$ cat config.mk
export PLATFORM = sky130hd
export DESIGN_NAME = impulse_counter_multi
export DESIGN_NICKNAME = d
export VERILOG_FILES = /design/src/rtl/impulse_counter_pkg.sv /design/src/rtl/impulse_counter_multi_ch_counter.sv /design/src/rtl/impulse_counter_multi.sv
export SDC_FILE = /design/constraint.sdc
export NUM_CORES = 1
export LEC_CHECK = 0
export BUFFER_PORTS_ARGS = -buffer_cell sky130_fd_sc_hd__clkbuf_2
export CORE_ASPECT_RATIO = 1.25
export CORE_MARGIN = 2
export CORE_UTILIZATION = 32
export CTS_BUF_LIST = sky130_fd_sc_hd__clkbuf_2
export DETAILED_ROUTE_END_ITERATION = 10
export PLACE_DENSITY = 0.55
export SLEW_MARGIN = 40
export SYNTH_ARGS = -nofsm -noshare
export SYNTH_HDL_FRONTEND = slang
export SYNTH_SLANG_ARGS = --single-unit
$ cat constraint.sdc
create_clock -name clk -period 6.63 [get_ports clk]
set_input_delay 0.9945 -clock clk [delete_from_list [all_inputs] [get_ports clk]]
set_output_delay 0.9945 -clock clk [all_outputs]
set_load 0.02 [all_outputs]
$ cat src/rtl/impulse_counter_pkg.sv
// impulse_counter_pkg: shared FSM/edge-mode types and address-width helper
package impulse_counter_pkg;
  typedef enum logic [1:0] {ST_IDLE, ST_LOAD, ST_SHIFT} state_e;
  typedef enum logic [1:0] {
    EM_RISE = 2'b00,
    EM_FALL = 2'b01,
    EM_BOTH = 2'b10,
    EM_HALT = 2'b11
  } edge_mode_e;
  function automatic int addr_w(input int n);
    return ($clog2(n) > 1) ? $clog2(n) : 1;
  endfunction
endpackage

$ cat src/rtl/impulse_counter_multi_ch_counter.sv
// ch_counter: synchronizer, edge detector and saturating counter with sticky overflow for one channel
module ch_counter
  import impulse_counter_pkg::*;
#(
  parameter int CNT_W       = 16,
  parameter int SYNC_STAGES = 2
) (
  input  logic             clk,
  input  logic             rst_n,
  input  logic             i_in,
  input  logic [1:0]       i_mode,
  input  logic             i_snap,
  output logic [CNT_W-1:0] o_cnt,
  output logic             o_ovf
);
  logic [SYNC_STAGES-1:0] r_sync;
  logic                   r_prev;
  logic [CNT_W-1:0]       r_cnt;
  logic                   r_ovf;
  logic                   w_rise, w_fall, w_inc, w_sat;
  assign w_rise = r_sync[SYNC_STAGES-1] & ~r_prev;
  assign w_fall = ~r_sync[SYNC_STAGES-1] & r_prev;
  assign w_sat  = &r_cnt;
  always_comb
    w_inc = (i_mode == EM_RISE) ? w_rise :
            (i_mode == EM_FALL) ? w_fall :
            (i_mode == EM_BOTH) ? (w_rise | w_fall) : 1'b0;
  always_ff @(posedge clk or negedge rst_n)
    if (!rst_n) begin
      r_sync <= '0;
      r_prev <= 1'b0;
    end else begin
      r_sync <= {r_sync[SYNC_STAGES-2:0], i_in};
      r_prev <= r_sync[SYNC_STAGES-1];
    end
  // an edge in the snapshot cycle opens the new window with a count of one
  always_ff @(posedge clk or negedge rst_n)
    if (!rst_n) begin
      r_cnt <= '0;
      r_ovf <= 1'b0;
    end else if (i_snap) begin
      r_cnt <= {{(CNT_W-1){1'b0}}, w_inc};
      r_ovf <= 1'b0;
    end else if (w_inc) begin
      r_cnt <= w_sat ? r_cnt : r_cnt + 1'b1;
      r_ovf <= r_ovf | w_sat;
    end
  assign o_cnt = r_cnt;
  assign o_ovf = r_ovf;
endmodule

$ cat src/rtl/impulse_counter_multi.sv
// impulse_counter_multi: multi-channel gated impulse counter with serial frame readout per rtc window
module impulse_counter_multi
  import impulse_counter_pkg::*;
#(
  parameter  int NUM_CH      = 8,
  parameter  int CNT_W       = 16,
  parameter  int SYNC_STAGES = 2,
  localparam int ADDR_W      = addr_w(NUM_CH)
) (
  input  logic              clk,
  input  logic              rst_n,
  input  logic [NUM_CH-1:0] ch_in,
  input  logic              rtc_in,
  input  logic [1:0]        edge_mode,
  output logic              serial_out,
  output logic              sl_out,
  output logic [ADDR_W-1:0] ch_addr,
  output logic              ovf_global,
  output logic              ovf_rtc,
  output logic              busy
);
  localparam int BIT_W = $clog2(CNT_W + 1);
  state_e                 r_state, w_next;
  logic [SYNC_STAGES-1:0] r_rtc_sync;
  logic                   r_rtc_prev;
  logic                   w_rtc_rise, w_snap, w_last_bit, w_last_ch;
  logic [CNT_W-1:0]       w_live_cnt [NUM_CH];
  logic [NUM_CH-1:0]      w_live_ovf;
  logic [CNT_W-1:0]       r_shd_cnt [NUM_CH];
  logic [NUM_CH-1:0]      r_shd_ovf;
  logic [CNT_W:0]         r_sh;
  logic [ADDR_W-1:0]      r_addr;
  logic [BIT_W-1:0]       r_bit;
  logic                   r_ovf_global, r_ovf_rtc;
  assign w_rtc_rise = r_rtc_sync[SYNC_STAGES-1] & ~r_rtc_prev;
  assign w_snap     = w_rtc_rise & (r_state == ST_IDLE);
  assign w_last_bit = r_bit == BIT_W'(CNT_W);
  assign w_last_ch  = r_addr == ADDR_W'(NUM_CH - 1);
  for (genvar i = 0; i < NUM_CH; i++) begin : g_ch
    ch_counter #(.CNT_W(CNT_W), .SYNC_STAGES(SYNC_STAGES)) u_ch (
      .clk   (clk),
      .rst_n (rst_n),
      .i_in  (ch_in[i]),
      .i_mode(edge_mode),
      .i_snap(w_snap),
      .o_cnt (w_live_cnt[i]),
      .o_ovf (w_live_ovf[i])
    );
  end
  // rtc ticks arriving mid-frame are dropped but remembered until reset
  always_ff @(posedge clk or negedge rst_n)
    if (!rst_n) begin
      r_rtc_sync <= '0;
      r_rtc_prev <= 1'b0;
      r_ovf_rtc  <= 1'b0;
    end else begin
      r_rtc_sync <= {r_rtc_sync[SYNC_STAGES-2:0], rtc_in};
      r_rtc_prev <= r_rtc_sync[SYNC_STAGES-1];
      r_ovf_rtc  <= r_ovf_rtc | (w_rtc_rise & (r_state != ST_IDLE));
    end
  always_ff @(posedge clk or negedge rst_n)
    if (!rst_n) begin
      r_shd_cnt    <= '{default: '0};
      r_shd_ovf    <= '0;
      r_ovf_global <= 1'b0;
    end else if (w_snap) begin
      r_shd_cnt    <= w_live_cnt;
      r_shd_ovf    <= w_live_ovf;
      r_ovf_global <= |w_live_ovf;
    end
  always_ff @(posedge clk or negedge rst_n)
    if (!rst_n) r_state <= ST_IDLE;
    else r_state <= w_next;
  always_comb
    w_next = (r_state == ST_IDLE) ? (w_rtc_rise ? ST_LOAD : ST_IDLE) :
             (r_state == ST_LOAD) ? ST_SHIFT :
             !w_last_bit ? ST_SHIFT :
             w_last_ch ? ST_IDLE : ST_LOAD;
  always_ff @(posedge clk or negedge rst_n)
    if (!rst_n) begin
      r_sh   <= '0;
      r_bit  <= '0;
      r_addr <= '0;
    end else begin
      r_sh   <= (r_state == ST_LOAD)  ? {r_shd_ovf[r_addr], r_shd_cnt[r_addr]} :
                (r_state == ST_SHIFT) ? {r_sh[CNT_W-1:0], 1'b0} : r_sh;
      r_bit  <= (r_state == ST_SHIFT) ? r_bit + 1'b1 : '0;
      r_addr <= (r_state == ST_SHIFT && w_last_bit) ? (w_last_ch ? '0 : r_addr + 1'b1) : r_addr;
    end
  always_comb begin
    serial_out = (r_state == ST_SHIFT) & r_sh[CNT_W];
    sl_out     = r_state == ST_LOAD;
    busy       = r_state != ST_IDLE;
    ch_addr    = (r_state == ST_IDLE) ? '0 : r_addr;
  end
  assign ovf_global = r_ovf_global;
  assign ovf_rtc    = r_ovf_rtc;
endmodule

==> run_results.csv, run 1 <==
group,metric,value,unit
layout,multi_input_area,7150,µm²
sta,hold_viol,0,
worst_hold_path,min_from,"ch_in[3]",
pwr,vdd_drop_max,0.116,mV
global_route,grt_pass1_wl,64.1,mm
synthesis,postSynthCellCount,1696,
cts,clkLatencyLatePin,1.02,ns
routing,highest_layer,"met4",
synthesis,yosysWarnings,0,
critical_path,timing.rr.start,"r_state[0]",
pwr,clkPwrFrac,0.249,
routing,dr_wl_met3,1.50,mm
routing,viasPerCell,4.90,
floorplan,rows,91,
synthesis,synth_area_per_cell,9.31,µm²
routing,drt-initial-drc-count,744,
synthesis,syn_nets,1740,
routing,wl_met1,17.3,mm
floorplan,start_util,0.322,
pwr,power_density,309,nW/µm²
layout,ff_latch_area,8210,µm²
pwr,swShare,0.369,
critical_path,reg2reg_to,"g_ch[2].u_ch.o_cnt[7]",
critical_path,reg2reg_slack,4.08,ns
critical_path,required,5.64,ns
cts,clkSinkCount,328,
global_route,grt_max_degree,182,
routing,drcViolationCount,0,
synthesis,synth_edf_count,0,
cts,cts_tree,"yes",
cts,cts_buffers,86,
cts,post_cts_buffers,0,
critical_path,max_stage_delay,0.39,ns
sta,rsz0062_at_grt,"false",
synthesis,synthMuxAreaShare,0.0483,
sta,relSlewSlack,0.405,
critical_path,cp-end-kind,"output pin",
cts,cts_hold_buf,8,
worst_hold_path,worst_hold_path.endpoint,"g_ch[3].u_ch.r_sync[0]",
floorplan,die_w,203,µm
sta,finClkSkew,0.100,ns
worst_hold_path,worstHoldPathType,"in -> reg",
cts,cts_buffer_depth,3,
layout,layout_commonest_cell,"nand2_1",
synthesis,synthAdderAreaFrac,0.0246,
pwr,power_leakage,8.08,nW
pwr,switchingPower,1.98,mW
pwr,p_int,3.39,mW
sta,worst_slack,3.49,ns
pwr,finalPower,5.37,mW
sta,hold_slack,0.164,ns
cts,htreeDepth,3,
sta,tightest_slew,0.892,ns
sta,clock.fmax,0.318,GHz
critical_path,cp-start-kind,"register",
worst_hold_path,hold_depth,1,
layout,synthToLayoutAreaGrowth,10.1,%
floorplan,io_pins,21,
sta,timing.final.crit_share,0.474,
synthesis,synth.distinct_cells,60,
sta,fin_crit,3.14,ns
pwr,comb_power_share,0.232,
layout,finalNetCount,1783,
routing,vias,12000,
global_route,grt_pass1_vias,12200,
critical_path,cp_cell_sequence,"inv_1 -> ha_1 -> nor2b_1 -> clkbuf_2",
global_route,grt_use_total,0.157,
place,dp_slack,3.27,ns
cts,clk_pin_slew_worst_paths,0.09,ns
run_status,outcome,"complete, no violations",
floorplan,die-area,51100,µm²
synthesis,synth_compound_gate_area_share,0.0651,
critical_path,worstRegToRegCells,6,
cts,cts-resized-gates,0,
synthesis,synth-main-ff-cell,"dfrtp_1",
pwr,pwr-share-seq,0.519,
layout,drive_above_1_share,0.118,
critical_path,worstSetupPathType,"reg -> out",
routing,ant_nets,0,
cts,cts_root_buf,"clkbuf_2",
global_route,antenna_found_initial,1,
synthesis,yosys.area_share.simple,0.264,
floorplan,fp.coreArea,49100,µm²
floorplan,die_h,252,µm
layout,nFillCells,5038,
place,portBuffers,20,
routing,wl_per_cell,15.8,µm
place,place_hpwl,25.7,mm
place,routabilityCongestion,0.820,
critical_path,cp_slowest_cell,"dfrtp_1",
routing,route.met2.wl,18.8,mm
synthesis,netlist_area,15800,µm²
critical_path,critPathArrivalTime,2.15,ns
synthesis,synth_top_family_by_area,"simple AND/OR/NAND/NOR gates",
sta,finalSetupViolCount,0,
synthesis,async_flop_share,1.00,
routing,first_pass_iters,5,
routing,drt-total-wl,38.8,mm
flow_run,max-cap-violations,0,
sta,fin_setup_tns,0,ns
critical_path,worstPathMaxFanout,7,
layout,final_cell_mix,"nand2_1, dfrtp_1, nor2_1, clkbuf_2, xnor2_1",
global_route,grt_overflow,0,
synthesis,yosysSeqAreaShare,0.520,
sta,drv_slew,0,
synthesis,synthXorXnorAreaFrac,0.0488,
synthesis,postSynthRegisterBits,328,
[layer usage]
layer | up-vias | track usage
li1 | 5871 | -
met3 | 67 | 0.0290
met5 | - | 0
met4 | 0 | 0.0774
met1 | 5844 | 0.200
met2 | 216 | 0.256
[cell families after synthesis]
group	after synthesis
compound gates	155
xor+xnor	88
mux	53
buf+inv	120
simple gates	921
fa+ha+maj	31
flops	328
[flip-flops by register name, indices dropped and copies added (netlist names)]
signal / count
g_ch.u_ch.r_sync: 16
r_shd_cnt: 128
ovf_rtc: 1
r_state: 2
r_rtc_sync: 2
r_sh: 17
r_rtc_prev: 1
r_bit: 5
g_ch.u_ch.r_prev: 8
r_addr: 3
g_ch.u_ch.o_cnt: 128
r_shd_ovf: 8
g_ch.u_ch.o_ovf: 8
ovf_global: 1
[worst max-delay path: cells and delay by family, from the launching register on]
kind	cells	cell delay [ns]
adders and majority gates	1	0.31
and+or+nand+nor	1	0.19
buffers and inverters	2	0.27
DFF	1	0.39
[power groups by stage]
stage	clock network (mW)	logic, mW	registers [mW]
floorplan	0	0.933	2.68
global placement	0	1.23	2.81
detailed placement	0	1.26	2.82
CTS	1.42	1.27	2.78
global route	1.52	1.42	2.85
finish	1.34	1.25	2.79
[through the flow]
| step | utilization | instance area [µm²] | instances |
|---|---|---|---|
| finish | 0.354 | 17400 | 2447 |
| global route | 0.354 | 17400 | 2447 |
| CTS | 0.353 | 17300 | 2445 |
| detailed placement | 0.337 | 16600 | 2293 |
| global placement | 0.337 | 16500 | 2292 |
| floorplan | - | 15800 | 1696 |
[layout make-up]
class | instances | share of cell area
Sequential cell | 328 | 0.472
Clock buffer | 119 | 0.0343
Inverter | 34 | 0.00734
Timing Repair Buffer | 41 | 0.0212
Antenna cell | 1 | 0.000144
Tap cell | 651 | 0.0469
Multi-Input combinational cell | 1248 | 0.411
Clock inverter | 25 | 0.00677
[Yosys cell counts (14+ instances only)]
master | number | area [µm²]
nand2_1 | 464 | 1740
dfrtp_1 | 328 | 8210
nor2_1 | 167 | 627
xnor2_1 | 70 | 613
clkbuf_1 | 66 | 248
nand3_1 | 66 | 330
nor3_1 | 39 | 195
inv_1 | 34 | 128
o21ai_0 | 33 | 165
nand4_1 | 32 | 200
ha_1 | 31 | 388
mux2i_1 | 30 | 300
nor4_1 | 26 | 163
a211oi_1 | 25 | 188
a21oi_1 | 25 | 125
nand2b_1 | 23 | 144
a31oi_1 | 22 | 138
nor2b_1 | 20 | 125
mux4_2 | 18 | 405
xor2_1 | 18 | 158
o211ai_1 | 14 | 105
[how the worst max path moves through the flow]
stage / slack, ns / end / start
2_1_floorplan: 4.07 / g_ch[6].u_ch.o_cnt[11] / edge_mode[1]
3_3_place_gp: 3.20 / g_ch[5].u_ch.o_cnt[0] / edge_mode[0]
3_5_place_dp: 3.27 / g_ch[4].u_ch.o_cnt[15] / edge_mode[1]
4_1_cts: 3.32 / serial_out / r_state[0]
5_1_grt: 3.31 / serial_out / r_state[0]
6_report: 3.49 / ch_addr[0] / r_state[0]
Note: power is estimated with default switching activity, not from simulation.
==> run 2, diff against run 1 <==
==> constraint.sdc (replaced) <==
create_clock -name clk -period 3.09 [get_ports clk]
set_input_delay 0.4635 -clock clk [delete_from_list [all_inputs] [get_ports clk]]
set_output_delay 0.4635 -clock clk [all_outputs]
set_load 0.02 [all_outputs]
==> run 2 against run 1 <==
Clock skew rose by 0.0082 ns. Core utilization rose by 0.65 points. Sequential power up 110%. Sequential share of layout area fell by 0.84 points.
==> run_results.csv, run 2 (synthesized netlist as in run 1, its figures left out) <==
group,metric,value,unit
cts,cts_tree,"yes",
cts,clkLatencyLatePin,1.00,ns
cts,cts_buffers,84,
global_route,antenna_found_initial,2,
routing,vias,12200,
critical_path,cp-start-kind,"register",
floorplan,die-area,51100,µm²
pwr,power_density,657,nW/µm²
critical_path,required,2.63,ns
sta,fin_crit,2.64,ns
global_route,grt_use_total,0.160,
cts,clk_pin_slew_worst_paths,0.09,ns
critical_path,critPathArrivalTime,2.17,ns
cts,htreeDepth,3,
cts,cts_buffer_depth,3,
sta,timing.final.crit_share,0.853,
sta,clock.fmax,0.379,GHz
sta,tightest_slew,0.753,ns
pwr,vdd_drop_max,0.225,mV
flow_run,max-cap-violations,0,
critical_path,max_stage_delay,0.82,ns
routing,drt-total-wl,39.7,mm
critical_path,endpoint,"ch_addr[2]",
floorplan,die_w,203,µm
routing,ant_nets,0,
routing,drt-initial-drc-count,675,
critical_path,reg2reg_to,"g_ch[6].u_ch.o_cnt[13]",
layout,finalNetCount,1813,
layout,layout_commonest_cell,"nand2_1",
global_route,grt_pass1_vias,12200,
place,postPlaceCellArea,16800,µm²
critical_path,cp-end-kind,"output pin",
sta,fin_setup_tns,0,ns
layout,fin_area,17700,µm²
floorplan,io_pins,21,
sta,relSlewSlack,0.498,
layout,nFillCells,5084,
routing,wl_per_cell,16.0,µm
critical_path,worstRegToRegCells,7,
critical_path,startpoint,"r_addr[2]",
sta,drv_slew,0,
layout,drive_above_1_share,0.129,
cts,cts-resized-gates,0,
cts,clkSinkCount,328,
sta,finalSetupViolCount,0,
critical_path,timing.rr.start,"g_ch[6].u_ch.r_prev",
place,portBuffers,20,
floorplan,fp.coreArea,49100,µm²
pwr,finalPower,11.6,mW
floorplan,start_util,0.322,
global_route,grt_pass1_wl,65.3,mm
pwr,power_leakage,8.25,nW
place,place_hpwl,27.4,mm
layout,synthToLayoutAreaGrowth,12.1,%
sta,finClkSkew,0.109,ns
global_route,grt_max_degree,64,
routing,first_pass_iters,5,
critical_path,worstSetupPathType,"reg -> out",
critical_path,cp_slowest_cell,"dfrtp_4",
global_route,grt_overflow,0,
critical_path,worstPathMaxFanout,42,
sta,rsz0062_at_grt,"false",
place,routabilityCongestion,0.802,
floorplan,die_h,252,µm
worst_hold_path,worstHoldPathType,"in -> reg",
sta,hold_viol,0,
layout,final_cell_mix,"nand2_1, dfrtp_1, nor2_1, clkbuf_2, xnor2_1",
critical_path,reg2reg_slack,0.75,ns
floorplan,rows,91,
cts,cts_root_buf,"clkbuf_2",
routing,drcViolationCount,0,
critical_path,cp_cell_sequence,"nor2b_1 -> clkbuf_2",
routing,viasPerCell,4.93,
run_status,outcome,"complete, no violations",
[run 2: layout make-up]
class | instances | area [µm²] | area share
Antenna cell | 2 | 5.00 | 0.000283
Clock buffer | 118 | 591 | 0.0334
Clock inverter | 27 | 118 | 0.00664
Inverter | 34 | 128 | 0.00721
Multi-Input combinational cell | 1248 | 7140 | 0.403
Sequential cell | 328 | 8210 | 0.464
Tap cell | 651 | 815 | 0.0460
Timing Repair Buffer | 73 | 696 | 0.0393
[run 2: how the worst min path moves through the flow]
stage	start	end	slack (ns)	depth (start not counted)
finish	ch_in[5]	g_ch[5].u_ch.r_sync[0]	0.12	2
global route	ch_in[0]	g_ch[0].u_ch.r_sync[0]	0.05	2
CTS	ch_in[0]	g_ch[0].u_ch.r_sync[0]	0.01	2
detailed placement	g_ch[4].u_ch.r_sync[0]	g_ch[4].u_ch.r_sync[1]	0.33	0
global placement	g_ch[4].u_ch.r_sync[0]	g_ch[4].u_ch.r_sync[1]	0.33	0
floorplan	rst_n	g_ch[0].u_ch.o_cnt[0]	0.17	0
[run 2: worst max-delay path: cells and delay by family (launching register included)]
family,cells,cell delay [ns]
simple gates,1,0.20
buf+inv,1,0.17
flops,1,0.82
[run 2: layer usage]
layer | share of wire | vias up | GRT usage
li1 | - | 5936 | -
met1 | 0.45 | 5974 | 0.205
met2 | 0.48 | 227 | 0.262
met3 | 0.037 | 86 | 0.0293
met4 | 0.038 | 0 | 0.0765
met5 | 0 | - | 0
[run 2: stage by stage]
stage	worst slack, ns	cells	util	hold slack [ns]
after floorplan	0.928	1696	-	0.168
final	0.453	2481	0.361	0.116
after global routing	0.310	2481	0.361	0.0493
after CTS	0.321	2479	0.360	0.0103
after detailed placement	0.571	2318	0.343	0.335
after global placement	0.591	2318	0.343	0.335
[run 2: report_power, final]
group | switching (mW) | internal, mW
registers | 0.822 | 5.15
clock network | 1.84 | 1.03
logic | 1.65 | 1.15
total | 4.31 | 7.33
[run 2: what timing repair did]
item / in CTS / in global routing
hold endpoints to repair: 275 / 0
setup endpoints to repair: 0 / 0
hold buffers: 16 / 0
setup buffers: 0 / 0
